===== src/rtl/strawberry_pkg.sv =====
// Shared types and constants for the strawberry core's PC sequencing logic.
package strawberry_pkg;

  // Sequencer FSM states; encoding is also visible on the debug state output.
  typedef enum logic [1:0] {
    RUN      = 2'd0,
    DLY_ARM  = 2'd1,
    DLY_WAIT = 2'd2,
    HALTED   = 2'd3
  } seqState_t;

  // Default instruction-address width for the core.
  localparam int DEFAULT_ADDR_W = 8;

  // Number of flops used to bring the delay counter's pcEn into the clk domain.
  localparam int SYNC_STAGES = 2;

endpackage


===== src/rtl/pc_return_stack.sv =====
// Return-address LIFO for call/ret. The pointer counts occupied entries, so
// full/empty fall straight out of it; pop-on-empty and push-on-full do nothing.
module pc_return_stack
  import strawberry_pkg::*;
#(
  parameter int ADDR_W      = DEFAULT_ADDR_W,
  parameter int STACK_DEPTH = 4
) (
  input  logic              clk,
  input  logic              rstN,
  input  logic              push,
  input  logic              pop,
  input  logic [ADDR_W-1:0] din,
  output logic [ADDR_W-1:0] dout,
  output logic              full,
  output logic              empty
);

  localparam int IDX_W = $clog2(STACK_DEPTH);
  localparam int PTR_W = IDX_W + 1;

  logic [ADDR_W-1:0] mem [STACK_DEPTH];
  logic [PTR_W-1:0]  sp;
  logic [PTR_W-1:0]  spDec;
  logic [IDX_W-1:0]  topIdx;

  assign full   = (sp == PTR_W'(STACK_DEPTH));
  assign empty  = (sp == '0);
  assign spDec  = sp - PTR_W'(1);
  assign topIdx = spDec[IDX_W-1:0];
  // Top of stack is always presented; it is only meaningful when not empty.
  assign dout   = mem[topIdx];

  // Pointer and storage update; a pop takes precedence if both are requested.
  always_ff @(posedge clk or negedge rstN) begin
    if (!rstN) begin
      sp <= '0;
      for (int i = 0; i < STACK_DEPTH; i++) begin
        mem[i] <= '0;
      end
    end else if (pop) begin
      if (!empty) begin
        sp <= spDec;
      end
    end else if (push) begin
      if (!full) begin
        mem[sp[IDX_W-1:0]] <= din;
        sp                 <= sp + PTR_W'(1);
      end
    end
  end

endmodule


===== src/rtl/pc_sequencer.sv =====
// Program-counter sequencer: advances the PC by increment, branch, call or
// return, and runs a two-phase delayEn/pcEn handshake with the delay counter
// that freezes the PC until the delay completes.
//
// Handshake: delayEn is a level raised when a delay instruction is accepted
// and held until the synchronized pcEn is seen low (the counter has started)
// or the arm timeout expires. The PC then stays frozen until the synchronized
// pcEn returns high. delayEn is never raised again before the FSM is back in
// RUN, so the counter always sees a clean rising edge.
module pc_sequencer
  import strawberry_pkg::*;
#(
  parameter int                ADDR_W      = DEFAULT_ADDR_W,
  parameter int                STACK_DEPTH = 4,
  parameter logic [ADDR_W-1:0] RESET_VEC   = '0,
  parameter int                ARM_TIMEOUT = 15
) (
  input  logic              clk,
  input  logic              rstN,
  input  logic              pcEn,
  input  logic              delayReq,
  input  logic              branchTaken,
  input  logic              call,
  input  logic              ret,
  input  logic              halt,
  input  logic [ADDR_W-1:0] target,
  output logic [ADDR_W-1:0] pc,
  output logic              delayEn,
  output logic              busy,
  output logic              stackErr,
  output logic              armTimeout,
  output seqState_t         dbgState
);

  localparam int CNT_W = $clog2(ARM_TIMEOUT + 1);
  localparam logic [CNT_W-1:0] ARM_LAST = CNT_W'(ARM_TIMEOUT - 1);

  seqState_t         state, stateNext;
  logic [ADDR_W-1:0] pcNext;
  logic [ADDR_W-1:0] pcInc;
  logic              delayEnNext;
  logic              busyNext;
  logic              stackErrNext;
  logic              armTimeoutNext;
  logic [CNT_W-1:0]  armCnt, armCntNext;

  logic [SYNC_STAGES-1:0] pcEnSync;
  logic                   pcEnS;

  logic              stkPush;
  logic              stkPop;
  logic [ADDR_W-1:0] stkTop;
  logic              stkFull;
  logic              stkEmpty;

  // Increment wraps naturally at 2^ADDR_W; also used as the return address.
  assign pcInc    = pc + ADDR_W'(1);
  assign pcEnS    = pcEnSync[SYNC_STAGES-1];
  assign dbgState = state;

  pc_return_stack #(
    .ADDR_W      (ADDR_W),
    .STACK_DEPTH (STACK_DEPTH)
  ) uStack (
    .clk   (clk),
    .rstN  (rstN),
    .push  (stkPush),
    .pop   (stkPop),
    .din   (pcInc),
    .dout  (stkTop),
    .full  (stkFull),
    .empty (stkEmpty)
  );

  // Bring the asynchronous pcEn into the clk domain; idle level is high.
  always_ff @(posedge clk or negedge rstN) begin
    if (!rstN) begin
      pcEnSync <= '1;
    end else begin
      pcEnSync <= {pcEnSync[SYNC_STAGES-2:0], pcEn};
    end
  end

  // State and registered outputs; reset drops delayEn at once, abandoning any handshake.
  always_ff @(posedge clk or negedge rstN) begin
    if (!rstN) begin
      state      <= RUN;
      pc         <= RESET_VEC;
      delayEn    <= 1'b0;
      busy       <= 1'b0;
      stackErr   <= 1'b0;
      armTimeout <= 1'b0;
      armCnt     <= '0;
    end else begin
      state      <= stateNext;
      pc         <= pcNext;
      delayEn    <= delayEnNext;
      busy       <= busyNext;
      stackErr   <= stackErrNext;
      armTimeout <= armTimeoutNext;
      armCnt     <= armCntNext;
    end
  end

  // Next-state, next-PC and stack control; everything holds unless a branch below changes it.
  always_comb begin
    stateNext      = state;
    pcNext         = pc;
    delayEnNext    = delayEn;
    stackErrNext   = stackErr;
    armTimeoutNext = armTimeout;
    armCntNext     = armCnt;
    stkPush        = 1'b0;
    stkPop         = 1'b0;

    unique case (state)
      RUN: begin
        // Priority: halt > delayReq > ret > call > branchTaken > increment.
        if (halt) begin
          stateNext = HALTED;
        end else if (delayReq) begin
          delayEnNext = 1'b1;
          armCntNext  = '0;
          stateNext   = DLY_ARM;
        end else if (ret) begin
          // ret wins over a simultaneous call, so nothing is pushed here.
          if (stkEmpty) begin
            pcNext       = pcInc;
            stackErrNext = 1'b1;
          end else begin
            stkPop = 1'b1;
            pcNext = stkTop;
          end
        end else if (call) begin
          // On a full stack the push is dropped but the jump still happens.
          stkPush = 1'b1;
          pcNext  = target;
          if (stkFull) begin
            stackErrNext = 1'b1;
          end
        end else if (branchTaken) begin
          pcNext = target;
        end else begin
          pcNext = pcInc;
        end
      end

      DLY_ARM: begin
        if (!pcEnS) begin
          delayEnNext = 1'b0;
          stateNext   = DLY_WAIT;
        end else if (armCnt == ARM_LAST) begin
          // The counter never acknowledged: give up and skip the delay.
          delayEnNext    = 1'b0;
          armTimeoutNext = 1'b1;
          pcNext         = pcInc;
          stateNext      = RUN;
        end else begin
          armCntNext = armCnt + CNT_W'(1);
        end
      end

      DLY_WAIT: begin
        if (pcEnS) begin
          pcNext    = pcInc;
          stateNext = RUN;
        end
      end

      HALTED: begin
        stateNext = HALTED;
      end

      default: begin
        stateNext = RUN;
      end
    endcase

    busyNext = (stateNext != RUN);
  end

endmodule

===== config.mk =====
export PLATFORM = sky130hd
export DESIGN_NAME = pc_sequencer
export DESIGN_NICKNAME = d
export VERILOG_FILES = /design/src/rtl/strawberry_pkg.sv /design/src/rtl/pc_return_stack.sv /design/src/rtl/pc_sequencer.sv
export SDC_FILE = /design/constraint.sdc
export NUM_CORES = 1
export LEC_CHECK = 0
export ABC_AREA = 1
export BUFFER_PORTS_ARGS = -buffer_cell sky130_fd_sc_hd__buf_2
export CORE_MARGIN = 4
export CORE_UTILIZATION = 53
export DETAILED_ROUTE_END_ITERATION = 8
export PLACE_DENSITY = 0.75
export SYNTH_ARGS = -nofsm -noshare
export SYNTH_HDL_FRONTEND = slang
export SYNTH_SLANG_ARGS = --single-unit

===== constraint.sdc =====
create_clock -name clk -period 1.8 [get_ports clk]
set_input_delay 0.18 -clock clk [delete_from_list [all_inputs] [get_ports clk]]
set_output_delay 0.18 -clock clk [all_outputs]
set_load 0.03 [all_outputs]

==> impl_metrics.json, run 1 <==
{
  "die_y_um": 85.33,
  "min_path_type": "input port to flip-flop",
  "cp.required_ns": 2.03,
  "synthAdderAreaFrac_pct": 5.527,
  "setup_viol": 0,
  "grt_pass1_vias": 2668,
  "wl_per_cell_um": 13.38,
  "syn_area_um2": 3169,
  "insertion_delay_ns": 0.31,
  "finalWorstSetupSlack_ns": 0.09023,
  "cts_made_buffers": 5,
  "yosys_warnings": 0,
  "fmax_mhz": 584.9,
  "synth_top_family_by_area": "simple AND/OR/NAND/NOR gates",
  "clkSinkCount": 55,
  "dr.pass1.iters": 4,
  "floorplan.initialDensity_pct": 56.18,
  "grt_pass1_wl_um": 12550,
  "synth.distinct_cells": 33,
  "layout.nets": 503,
  "clock_skew_ns": 0.007409,
  "nFillCells": 478,
  "io_buffers": 29,
  "rrSetupSlack_ns": 0.09,
  "p_leak_nw": 1.955,
  "synthMuxAreaShare_pct": 0.3158,
  "cp_max_fo": 10,
  "post-dp-hpwl_um": 5515,
  "final_area_um2": 3642,
  "end_kind": "flip-flop",
  "r2r_cells": 8,
  "synth_compound_area_share_pct": 9.159,
  "grt_max_degree": 21,
  "clk_pin_slew_ns": 0.10,
  "synth-xor-area-share_pct": 2.132,
  "maxCapViolCount": 0,
  "crit_path_start_kind": "flip-flop",
  "antenna_found_initial": 0,
  "synth_cells": 425,
  "hold_violations": 0,
  "rr_endpoint": "uStack.mem[19]",
  "totalWireLength_um": 7306,
  "crit_family": "simple AND/OR/NAND/NOR gates",
  "power_density_nw_per_um2": 1815,
  "die_w_um": 85.33,
  "critPathKind": "flip-flop to flip-flop",
  "holdPathEnd": "pc[2]",
  "core_um2": 5642,
  "drc": 0,
  "cts_buffer_depth": 2,
  "crit_chain": "inv_1 > ha_1 > nand3_2 > nor2_4 > nand2_2 > inv_2 > nand2_1 > o21ai_0",
  "timing.final.crit_share_pct": 94.99,
  "num_antenna_cells": 0,
  "rsz0062_at_grt": "true",
  "dieArea_um2": 7281,
  "postRouteAntennaNets": 0,
  "placed_cell_area_um2": 3456,
  "drive_above_1_share_pct": 17.51,
  "cts_root_buf": "clkbuf_8",
  "place_ws_ns": 0.05328,
  "overflow": 0,
  "worst_slew_pin_slew_ns": 0.6357,
  "gp_congestion": 0.8816,
  "min-delay-start": "target[2]",
  "synth.yosys.seq_area_share_pct": 43.51,
  "via_count": 2800,
  "synth.avg_cell_area_um2": 7.457,
  "io_pins": 30,
  "grt_usage_pct": 21.44,
  "slew_viol_final": 0,
  "num_rows": 27,
  "crit_slowest_cell": "dfrtp_1",
  "relSlewSlack_pct": 57.46,
  "drt_iter0_markers": 204,
  "area_delta_synth_final_pct": 14.92,
  "path_buf_inv": 2,
  "period_needed_ns": 1.710,
  "finalSetupTns_ns": 0,
  "synth-simple-area-share_pct": 31.86,
  "ys_ff_latch": 55,
  "cp.arrival_ns": 1.94,
  "slowest_delay_ns": 0.45,
  "tritoncts": "yes",
  "holdPathStages": 5,
  "outcome": "complete, no violations",
  "peakVddDrop_mv": 1.178,
  "syn_nets": 455,
  "vias_per_cell": 5.128,
  "htree_levels": 2,
  "reg2reg_from": "dbgState[0]"
}
## power breakdown
group          switching (mW)  total, mW  internal, mW
sequential              0.338       2.04          1.70
combinational            2.39       3.74          1.35
clock                   0.411      0.833         0.422
## metrics by stage
stage | cells | utilization, % | power, mW | hold slack [ns]
after floorplan | 425 | - | 4.513 | -0.1156
final | 546 | 64.56 | 6.610 | 0.2131
after global routing | 546 | 64.56 | 7.252 | 0.2659
after detailed placement | 532 | 61.26 | 5.600 | 0.1229
after CTS | 542 | 63.67 | 6.462 | 0.2072
after global placement | 532 | 61.26 | 5.512 | 0.1223
## flip-flops by register name, summed over array words and instances (netlist names)
| register | count |
|---|---|
| dbgState | 2 |
| armCnt | 4 |
| delayEn | 1 |
| uStack.sp | 3 |
| stackErr | 1 |
| uStack.mem | 32 |
| pc | 8 |
| pcEnSync | 2 |
| armTimeout | 1 |
| busy | 1 |
## cell type report
class | count | area (µm²) | area share, %
timing repair buffer | 49 | 300.3 | 8.245
sequential | 55 | 1380 | 37.89
clock buffer | 5 | 68.82 | 1.889
multi-input combinational | 313 | 1568 | 43.04
tap | 72 | 90.09 | 2.473
clock inverter | 3 | 47.55 | 1.305
inverter | 49 | 187.7 | 5.153
## layout by cell type (no fill, tap or decap)
master / n
inv_2: 7
o21ai_1: 5
a21oi_1: 7
nand4_1: 2
dlygate4sd3_1: 2
nand2b_1: 1
nor2_1: 24
nand2_4: 1
inv_6: 1
bufinv_16: 1
dfrtp_2: 1
a22oi_1: 3
buf_4: 18
nand3_2: 3
ha_1: 13
nand3b_1: 5
a31oi_1: 1
dfrtp_1: 52
xnor2_1: 1
mux2i_1: 1
nand3_1: 24
clkinvlp_4: 1
a21o_1: 2
clkbuf_8: 5
xor2_1: 3
xor2_2: 1
nor2_2: 1
o22ai_1: 1
buf_2: 29
inv_1: 41
ha_2: 1
nor2_4: 5
xnor2_2: 1
dfstp_2: 2
nand2_1: 167
nand2_2: 4
clkinv_4: 1
o21ai_0: 36
## worst max-delay path by stage
stage / start / end / slack (ns) / cells past startpoint
CTS: uStack.sp[1] / pc[6] / 0.01 / 11
detailed placement: uStack.sp[1] / pc[6] / 0.05 / 11
global route: dbgState[1] / armCnt[0] / -0.06 / 9
finish: dbgState[0] / uStack.mem[19] / 0.09 / 8
global placement: uStack.sp[1] / pc[6] / 0.12 / 11
floorplan: dbgState[1] / pc[1] / 0.02 / 10
## logic make-up (layout without fill, tap and decap cells)
family | count (synthesis) | after routing
AOI/OAI and AO/OA | 55 | 55
xor gates and xnor gates | 6 | 6
DFF | 55 | 55
buffers and inverters | 57 | 106
adders and majority gates | 14 | 14
muxes | 1 | 1
and+or+nand+nor | 237 | 237
## cells in the mapped netlist, drive strengths merged
| master | instances | area, µm² |
|---|---|---|
| nand2 | 172 | 663.1 |
| dfrtp | 53 | 1326 |
| inv | 48 | 180.2 |
| o21ai | 41 | 205.2 |
| nor2 | 30 | 140.1 |
| nand3 | 27 | 150.2 |
| ha | 14 | 175.2 |
| a21oi | 7 | 35.03 |
| buf | 7 | 50.05 |
| nand3b | 5 | 37.54 |
| xor2 | 4 | 42.55 |
| a22oi | 3 | 22.52 |
| a21o | 2 | 15.01 |
| dfstp | 2 | 52.55 |
| nand4 | 2 | 12.51 |
| xnor2 | 2 | 25.03 |
| a31oi | 1 | 6.260 |
| clkbuf | 1 | 3.750 |
| clkinv | 1 | 3.750 |
| mux2i | 1 | 10.01 |
| nand2b | 1 | 6.260 |
| o22ai | 1 | 6.260 |
## repair_timing
item,CTS,global route
hold buffers,2,0
resized for setup,0,10
hold endpoints to repair,14,0
setup buffers,0,4
setup endpoints to repair,0,27
## worst register-to-register path, delay by kind of cell, from the launching register on
family / cells / cell delay, ns
fa+ha+maj: 1 / 0.25
compound gates: 1 / 0.08
buf+inv: 2 / 0.27
simple gates: 4 / 0.59
flops: 1 / 0.45
## layer usage
metal  wire length (µm)  global-route usage (%)
met5                  0                       0
met4                 40                   4.173
met3                431                   3.981
met2               3310                   34.46
met1               3523                   30.42
Note: power is estimated with default switching activity, not from simulation.
==> run 2: changes to the inputs <==
--- a/config.mk
+++ b/config.mk
@@ -8,9 +8,10 @@
 export ABC_AREA = 1
 export BUFFER_PORTS_ARGS = -buffer_cell sky130_fd_sc_hd__buf_2
 export CORE_MARGIN = 4
-export CORE_UTILIZATION = 53
+export CORE_UTILIZATION = 56
+export CTS_BUF_LIST = sky130_fd_sc_hd__clkbuf_8
 export DETAILED_ROUTE_END_ITERATION = 8
-export PLACE_DENSITY = 0.75
+export PLACE_DENSITY = 0.79
 export SYNTH_ARGS = -nofsm -noshare
 export SYNTH_HDL_FRONTEND = slang
 export SYNTH_SLANG_ARGS = --single-unit
==> run 2 against run 1 <==
Net effect: utilization grew 1.1 points; die area down 4.9%; flip-flop and latch count stayed put; power down 1.9%; sequential power about the same; critical path depth rose by 2; register-to-register slack better by 0.05 ns; fmax is 3.1% higher.
==> impl_metrics.json, run 2 (synthesis results as in run 1) <==
{
  "critPathKind": "flip-flop to flip-flop",
  "clk_pin_slew_ns": 0.11,
  "post-dp-hpwl_um": 5347,
  "multiInputGateArea_um2": 1568,
  "via_count": 2825,
  "worst_slew_pin_slew_ns": 0.6684,
  "insertion_delay_ns": 0.32,
  "area_delta_synth_final_pct": 14.05,
  "layout.nets": 499,
  "cts_made_buffers": 5,
  "num_antenna_cells": 0,
  "finalWorstSetupSlack_ns": 0.1417,
  "die_y_um": 83.23,
  "core_um2": 5507,
  "cp_max_fo": 7,
  "grt_usage_pct": 22.04,
  "final_cell_mix": "nand2_1, dfrtp_1, inv_1",
  "drc": 0,
  "end_kind": "flip-flop",
  "cts_buffer_depth": 2,
  "postRouteAntennaNets": 0,
  "htree_levels": 2,
  "final_area_um2": 3615,
  "floorplan.initialDensity_pct": 57.56,
  "totalWireLength_um": 7244,
  "clkSinkCount": 55,
  "vias_per_cell": 5.212,
  "dr_wl_met3_um": 507,
  "drt-met1-wl_um": 3344,
  "setup_viol": 0,
  "overflow": 0,
  "reg_top3": "uStack.mem: 32 flops, pc: 8 flops, armCnt: 4 flops",
  "drt_iter0_markers": 335,
  "power_density_nw_per_um2": 1794,
  "crit_path_start_kind": "flip-flop",
  "tritoncts": "yes",
  "highest_layer": "met4",
  "slew_viol_final": 0,
  "grt_pass1_wl_um": 12640,
  "dr.pass1.iters": 5,
  "grt_pass1_vias": 2716,
  "peakVddDrop_mv": 1.334,
  "io_buffers": 29,
  "p_leak_nw": 1.933,
  "cts_root_buf": "clkbuf_8",
  "hold_violations": 0,
  "seq_area_um2": 1379,
  "wl_per_cell_um": 13.37,
  "fmax_mhz": 603.0,
  "outcome": "complete, no violations",
  "largest-register": "uStack.mem",
  "clock_skew_ns": 0.01187,
  "timing.final.crit_share_pct": 92.13,
  "drive_above_1_share_pct": 16.60,
  "die_w_um": 83.23,
  "grt_max_degree": 39,
  "nFillCells": 456,
  "largest_register_ffs": 32,
  "antenna_found_initial": 0,
  "min_path_type": "input port to flip-flop",
  "rsz0062_at_grt": "true",
  "whs_ns": 0.1688,
  "placed_cell_area_um2": 3466,
  "gp_congestion": 0.8925,
  "num_rows": 27,
  "relSlewSlack_pct": 55.28,
  "dieArea_um2": 6927,
  "final_common_cell": "nand2_1",
  "place_ws_ns": 0.06134,
  "io_pins": 30,
  "period_needed_ns": 1.658,
  "maxCapViolCount": 0,
  "cp.arrival_ns": 1.88,
  "met2_length_um": 3307,
  "cp.required_ns": 2.02
}
==> run 2: timing repair <==
item	4_1_cts	5_1_grt
setup buffers	0	2
hold buffers	2	0
hold endpoints to repair	16	0
setup endpoints to repair	0	24
resized for setup	0	7
==> run 2: metrics by stage <==
step / std cells / utilization (%) / power (mW) / TNS (ns)
floorplan: 425 / - / 4.513 / 0
finish: 542 / 65.64 / 6.486 / 0
global placement: 530 / 62.94 / 5.548 / 0
global route: 542 / 65.64 / 7.094 / -0.04582
CTS: 540 / 65.05 / 6.405 / 0
detailed placement: 530 / 62.94 / 5.645 / 0
==> run 2: layout make-up <==
type                       count  share of cell area (%)
clock inverter                 3                  0.7615
inverter                      49                   5.157
multi-input combinational    313                   43.37
sequential                    55                   38.14
timing repair buffer          45                   8.169
tap                           72                   2.492
clock buffer                   5                   1.904
==> run 2: path summary, 6_finish.rpt <==
path                         startpoint             end  slack (ns)  depth (start not counted)
max                        uStack.sp[1]           pc[2]        0.14                         10
min                           target[2]           pc[2]        0.17                          5
max reg2reg                uStack.sp[1]           pc[2]        0.14                         10
min reg2reg                 pcEnSync[0]     pcEnSync[1]        0.36                          0
max in group asynchronous          rstN  uStack.mem[24]        0.93                          3
min in group asynchronous          rstN    uStack.sp[2]        0.33                          2
==> run 2: routing by layer <==
metal	GRT usage, %	vias to the layer above
met2	34.77	100
met1	30.75	1302
li1	-	1413
met4	5.052	0
met5	0	-
met3	5.456	10
==> run 2: where the power goes <==
| group | switching, mW | total, mW | internal, mW |
|---|---|---|---|
| logic | 2.33 | 3.68 | 1.35 |
| registers | 0.366 | 2.06 | 1.70 |
| clock network | 0.451 | 0.741 | 0.290 |
==> run 2: critical path, stage by stage (launching register included) <==
cell and delay, ns:
dfrtp_1 0.41, inv_1 0.11, ha_2 0.31, inv_1 0.22, nand3_1 0.13, nand2_1 0.10
nand2_1 0.06, o21ai_0 0.07, nand2_1 0.06, nand2_1 0.05, nand2_1 0.04
